## src/rtl/wb_register_file.sv

```systemverilog
// Write-back stage and architectural register file (R0-R14, R15 = PC).
// Three bypassed read ports; a write to R15 becomes a PC load request.
module wb_register_file (
    input  logic        CLK,
    input  logic        CLR,
    input  logic        Load_In,
    input  logic        rf_In,
    input  logic [31:0] Data_Mem_In,
    input  logic [31:0] Alu_In,
    input  logic [3:0]  Rd_In,
    input  logic [3:0]  Ra_Sel,
    input  logic [3:0]  Rb_Sel,
    input  logic [3:0]  Rc_Sel,
    input  logic [31:0] Pc_In,
    output logic [31:0] Ra_Out,
    output logic [31:0] Rb_Out,
    output logic [31:0] Rc_Out,
    output logic [31:0] Wb_Data_Out,
    output logic        Pc_Load_Out,
    output logic [31:0] Pc_Value_Out,
    output logic [15:0] Wb_Count_Out
);

    logic [31:0] regs_q [15];
    logic [15:0] count_q;
    logic [15:0] count_d;
    logic [31:0] wb_data;
    logic        rd_is_pc;
    logic        wr_en;
    logic        pc_load;

    assign wb_data  = Load_In ? Data_Mem_In : Alu_In;
    assign rd_is_pc = (Rd_In == 4'hF);
    // CLR gates the bypass and PC request so reads see the cleared array
    assign wr_en    = rf_In && !rd_is_pc && !CLR;
    assign pc_load  = rf_In && rd_is_pc && !CLR;
    assign count_d  = count_q + 16'd1;

    always_ff @(posedge CLK or posedge CLR) begin
        if (CLR) begin
            for (int i = 0; i < 15; i++) begin
                regs_q[i] <= '0;
            end
            count_q <= '0;
        end else if (wr_en) begin
            regs_q[Rd_In] <= wb_data;
            count_q       <= count_d;
        end
    end

    function automatic logic [31:0] read_port(
        input logic [3:0]  sel,
        input logic [31:0] arr_val,
        input logic [31:0] pc,
        input logic        byp_en,
        input logic [3:0]  rd,
        input logic [31:0] wdata
    );
        logic [31:0] val;
        val = arr_val;
        if (sel == 4'hF) begin
            val = pc;
        end else if (byp_en && (sel == rd)) begin
            val = wdata;
        end
        return val;
    endfunction

    logic [31:0] ra_arr;
    logic [31:0] rb_arr;
    logic [31:0] rc_arr;

    always_comb begin
        ra_arr = '0;
        rb_arr = '0;
        rc_arr = '0;
        if (Ra_Sel != 4'hF) ra_arr = regs_q[Ra_Sel];
        if (Rb_Sel != 4'hF) rb_arr = regs_q[Rb_Sel];
        if (Rc_Sel != 4'hF) rc_arr = regs_q[Rc_Sel];
    end

    always_comb begin
        Ra_Out = read_port(Ra_Sel, ra_arr, Pc_In, wr_en, Rd_In, wb_data);
        Rb_Out = read_port(Rb_Sel, rb_arr, Pc_In, wr_en, Rd_In, wb_data);
        Rc_Out = read_port(Rc_Sel, rc_arr, Pc_In, wr_en, Rd_In, wb_data);
    end

    assign Wb_Data_Out  = wb_data;
    assign Pc_Load_Out  = pc_load;
    assign Pc_Value_Out = pc_load ? wb_data : 32'h0;
    assign Wb_Count_Out = count_q;

endmodule

```

## config.mk

```make
export PLATFORM = sky130hd
export DESIGN_NAME = wb_register_file
export DESIGN_NICKNAME = d
export VERILOG_FILES = /design/src/rtl/wb_register_file.sv
export SDC_FILE = /design/constraint.sdc
export NUM_CORES = 2
export LEC_CHECK = 0
export CAP_MARGIN = 20
export CORE_ASPECT_RATIO = 1.25
export CORE_MARGIN = 2
export CORE_UTILIZATION = 35
export DETAILED_ROUTE_END_ITERATION = 12
export SYNTH_ARGS = -nofsm -noshare
export SYNTH_HDL_FRONTEND = slang
export SYNTH_SLANG_ARGS = --single-unit
```

## constraint.sdc

```tcl
create_clock -name CLK -period 14.3 [get_ports CLK]
set_clock_uncertainty 0.2 [all_clocks]
set_input_delay 1.43 -clock CLK [delete_from_list [all_inputs] [get_ports CLK]]
set_output_delay 1.43 -clock CLK [all_outputs]
set_load 0.01 [all_outputs]
```

[Word level (Yosys, flattened, before mapping)]
Cells that the tools add are included.
Word-level totals
  flip-flop bits (word level): 496
  input bits: 116
  output and inout bits: 177
  word-level logic and storage cells: 69
Cells by class
  $add $sub $neg: 1
  $lt $le $gt $ge: 5
  eq/ne operators: 10
  multiplexer cells: 23
  bitwise operators: 4
  reduce and logical (&&, ||, !) cells: 10
Operator list (number)
  32-bit 2-to-1 mux: 18
  480-bit bitwise mux: 1
  32-bit binary-select mux with 4-bit select: 3
  32-bit demux with 4-bit select: 1
  5-bit greater-or-equal comparator, second input constant: 4
  4-bit inverter with 5-bit output: 4
  16-bit by 1-bit adder with 16-bit output, second input constant: 1
  4-bit == test, second input constant: 4
  4-bit == test: 3
  4-bit != test, second input constant: 3
  1-bit logical AND: 8
  5-bit by 1-bit < comparator with 1-bit output, second input constant: 1
  1-bit zero test: 2

[Depth between registers and ports, before layout]
  depth after elaboration: 7
  depth in mapped cells: 9
  gate-level depth less buffers: 5

[Worst setup path after synthesis]
Ideal clock, no wire load.
  kind: input to output
  from: input port Load_In
  to: output port Rc_Out[20]
  arrival time: 2.884 ns
  required time: 12.670 ns
  slack: 9.786 ns
  cell stages on the path: 5
  path buffers: 2
  path through: clkbuf_1 -> buf_2 -> mux2i_1 -> inv_1 -> a221o_1
On the way
  cells in the longest elaborated chain, start to end: 3
RTL lines
  start: declaration: line 6  | input logic Load_In,
  32-bit 2-to-1 mux: line 32  | assign wb_data = Load_In ? Data_Mem_In : Alu_In;
  via Wb_Data_Out[20]: line 18  | output logic [31:0] Wb_Data_Out,
  32-bit 2-to-1 mux: line 63  | end else if (byp_en && (sel == rd)) begin
  32-bit 2-to-1 mux: line 61  | if (sel == 4'hF) begin
  end: declaration: line 17  | output logic [31:0] Rc_Out,
The timed path passes the listed nets, and every way through them passes these cells.

[Worst setup path in the final report]
  from: input port Ra_Sel[0]
  to: output port Ra_Out[4]
On the way
  cells in the longest elaborated chain, start to end: 7
  elaborated cells on any way between the ends: 11
  those cells by class: 3 x eq/ne; 6 x mux; 1 x bitwise; 1 x reduce/logical
RTL lines
  start: declaration: line 11  | input logic [3:0] Ra_Sel,
  4-bit inverter with 5-bit output (implied by the code): line 77  | if (Ra_Sel != 4'hF) ra_arr = regs_q[Ra_Sel];
  32-bit binary-select mux with 4-bit select: line 77
  32-bit 2-to-1 mux (implied by the code) (2 in a row): line 77
  32-bit 2-to-1 mux: line 77
  32-bit 2-to-1 mux: line 63
  32-bit 2-to-1 mux (*): line 61
  end: declaration: line 15  | output logic [31:0] Ra_Out,
Every way passes the cells marked *; elsewhere a longest branch is shown, timed or not. The select of a mux whose other input is x is not followed.

==> impl_metrics.yaml <==
status:
  outcome: "finished, final reports clean"
clock_tree:
  post_cts_buffers: 0
  insertion_delay_ns: 0.63
  cts_max_level: 2
  cts.sinks: 496
  numCtsBuffers: 52
  clkSlewWorstSetupHoldPaths_ns: 0.06
  cts_max_path_buffers: 3
  cts_tree: "done"
  clock_tree.root_cell: "clkbuf_16"
  cts_hold_buf: 0
  cts_resized: 0
logic_synthesis:
  synth_area_leader_cell: "dfrtp_1"
  syn-num-nets: 3174
  ys.flop_type: "dfrtp_1"
  synth.ff_latch_count: 496
  synthCells: 3057
  yosysSeqAreaShare_pct: 39.6
  syn-cell-area_um2: 31300
  synth_cell_types: 64
  avgSynthCellArea_um2: 10.2
  synthDominantCellAreaShare_pct: 39.6
  synth_edf_count: 0
  synthTopCellsByArea: "dfrtp_1, mux4_2, mux2i_1"
  yosysMostFrequentCell: "dfrtp_1"
  synth.top_cells.by_count: "dfrtp_1, nand2_1, o21ai_0"
  yosys_warnings: 0
  async_flop_share_pct: 100
floorplanning:
  dieArea_um2: 91900
  die_y_um: 338
  io_pins: 293
  start_util_pct: 35.4
  die_w_um: 272
  core_area_um2: 88500
  rows: 122
power_and_ir_drop:
  cell_internal_pwr_mw: 3.18
  pwr_density_cell_nw_per_um2: 131
  pwr-share-clk_pct: 29.2
  power_frac_seq_pct: 41.9
  p_sw_mw: 1.61
  combPwrFrac_pct: 28.9
  finalPower_mw: 4.79
  peakVddDrop_uv: 87.5
  p_sw_share_pct: 33.5
  power_leakage_nw: 15.2
worst_hold_path:
  holdPathStages: 1
  worstHoldStart: "Wb_Count_Out[8]$_DFFE_PP0P_"
  min_to: "Wb_Count_Out[8]$_DFFE_PP0P_"
  hold_path.class: "reg2reg"
route:
  wl_per_cell_um: 29.2
  drt-vias-per-instance: 6.22
  wl_um: 128000
  drtIter0Drc: 3198
  vias: 27400
  drc: 0
  ant_nets: 0
  drt-pass1-iter-count: 6
sta:
  slew_headroom_pct: 24.1
  finalCritPeriodShare_pct: 52.0
  rsz0062_at_grt: "no"
  worstMarginPinSlew_ns: 1.14
  drv_slew: 0
  setup_viol: 0
  setup_tns_ns: 0
  fmaxAchievable_ghz: 0.135
  finalCriticalPeriod_ns: 7.43
  worst_hold_slack_ns: 0.292
  setup_ws_ns: 6.87
  hold_violations: 0
final_layout:
  regArea_um2: 12400
  layout.cells.non_filler: 4401
  antenna_cells: 0
  area.growth.synth_to_final_pct: 17.2
  layout-drive-gt1-share_pct: 16.9
  n_fill_cell: 8624
  nets: 3305
  multiInputGateArea_um2: 17200
worst_setup_path:
  arrival_ns: 5.80
  cp_cell_sequence: "buf_6 -> buf_4 -> buf_4 -> and4_1 -> buf_4 -> a21oi_4 -> buf_4 -> a31oi_1 -> clkdlybuf4s50_1"
  cp_slowest_cell: "buf_4"
  critPathCaptureType: "output pin"
  required_ns: 12.67
  crit_top_cell: "buf_4"
  reg2reg_slack_ns: 12.57
  reg2regPathDepth: 5
  crit_path_start_kind: "input port"
  crit_type: "in2out"
  r2r-start: "Wb_Count_Out[5]$_DFFE_PP0P_"
  crit_start: "Ra_Sel[0]"
  cpPeakStageDelay_ns: 0.68
  r2r-end: "Wb_Count_Out[15]$_DFFE_PP0P_"
  path_max_fanout: 57
place:
  placedCellCount: 4310
  place_congestion: 0.878
  dpl_worst_slack_ns: 6.85
  port_buffers: 292
  place_hpwl_um: 80000
global_route:
  grt_max_degree: 156
  grt_pass1_wl_um: 189000
  antenna_found_initial: 5
  grt_usage_pct: 27.6
  grt-ovfl-total: 0
  first_global_vias: 26800
run:
  maxCapViolCount: 0
==> per-layer routing <==
| metal | up-vias | global-route usage, % | routed length, µm |
|---|---|---|---|
| li1 | 11700 | - | - |
| met1 | 13700 | 38.0 | 52800 |
| met2 | 1593 | 41.1 | 56400 |
| met3 | 366 | 5.86 | 11800 |
| met4 | 10 | 13.4 | 7130 |
| met5 | - | 0 | 52 |
==> power by group through the flow <==
stage / clock, mW / combinational [mW] / sequential [mW]
3_5_place_dp: 0 / 1.37 / 2.01
6_report: 1.40 / 1.39 / 2.01
2_1_floorplan: 0 / 0.926 / 1.93
4_1_cts: 1.41 / 1.38 / 1.99
3_3_place_gp: 0 / 1.35 / 2.00
5_1_grt: 1.46 / 1.50 / 2.05
==> layout by cell type (no fill, tap or decap), types with 17 or more instances in the layout <==
master / n
a221oi_1: 84
clkdlybuf4s50_1: 281
o211ai_1: 45
mux4_2: 225
dfrtp_1: 496
o221ai_1: 36
mux2_2: 45
nand2_1: 383
a21oi_1: 194
clkbuf_16: 53
o21ai_0: 347
nand3_1: 17
a22oi_1: 33
nor3_1: 20
o22ai_1: 45
buf_4: 104
a31oi_1: 20
xnor2_1: 20
inv_1: 51
nor2_1: 229
a221o_1: 34
mux2i_1: 226
mux2i_2: 17
a22o_1: 31
==> registers in the layout (all words and copies together) (netlist names) <==
signal and count:
Wb_Count_Out 16, regs_q 480
==> worst max-delay path: cells and delay by family <==
family,cells,cell delay [ns]
AO/OA/AOI/OAI,2,0.61
buffers and inverters,6,3.22
AND/OR/NAND/NOR,1,0.46
==> kinds of logic after synthesis <==
group	share of synthesized area, %
AO/OA/AOI/OAI	18.2
AND/OR/NAND/NOR	9.94
adder cells (fa/ha/maj)	0.0400
XOR/XNOR	0.755
flip-flops	39.6
multiplexers	25.6
buffers and inverters	5.85
==> how the worst max path moves through the flow <==
stage                                              to  depth (start not counted)  slack [ns]
after detailed placement                    Ra_Out[4]                          9        6.85
after global routing                        Ra_Out[4]                          9        6.74
after CTS                                   Ra_Out[4]                          9        6.85
after floorplan           Wb_Count_Out[0]$_DFFE_PP0P_                          1        5.94
final                                       Ra_Out[4]                          9        6.87
after global placement                      Ra_Out[4]                          9        6.87
==> layout make-up <==
| type | instances | area share (%) |
|---|---|---|
| Multi-Input combinational cell | 2192 | 47.0 |
| Sequential cell | 496 | 33.8 |
| Timing Repair Buffer | 394 | 10.1 |
| Tap cell | 1178 | 4.02 |
| Clock buffer | 68 | 3.96 |
| Clock inverter | 21 | 0.607 |
| Inverter | 52 | 0.542 |
==> per-stage QoR <==
stage	cell area [µm²]	utilization, %
floorplan	31300	-
global placement	35000	39.5
detailed placement	35000	39.5
CTS	36700	41.4
global route	36700	41.5
finish	36700	41.5
Note: power is estimated with default switching activity, not from simulation.
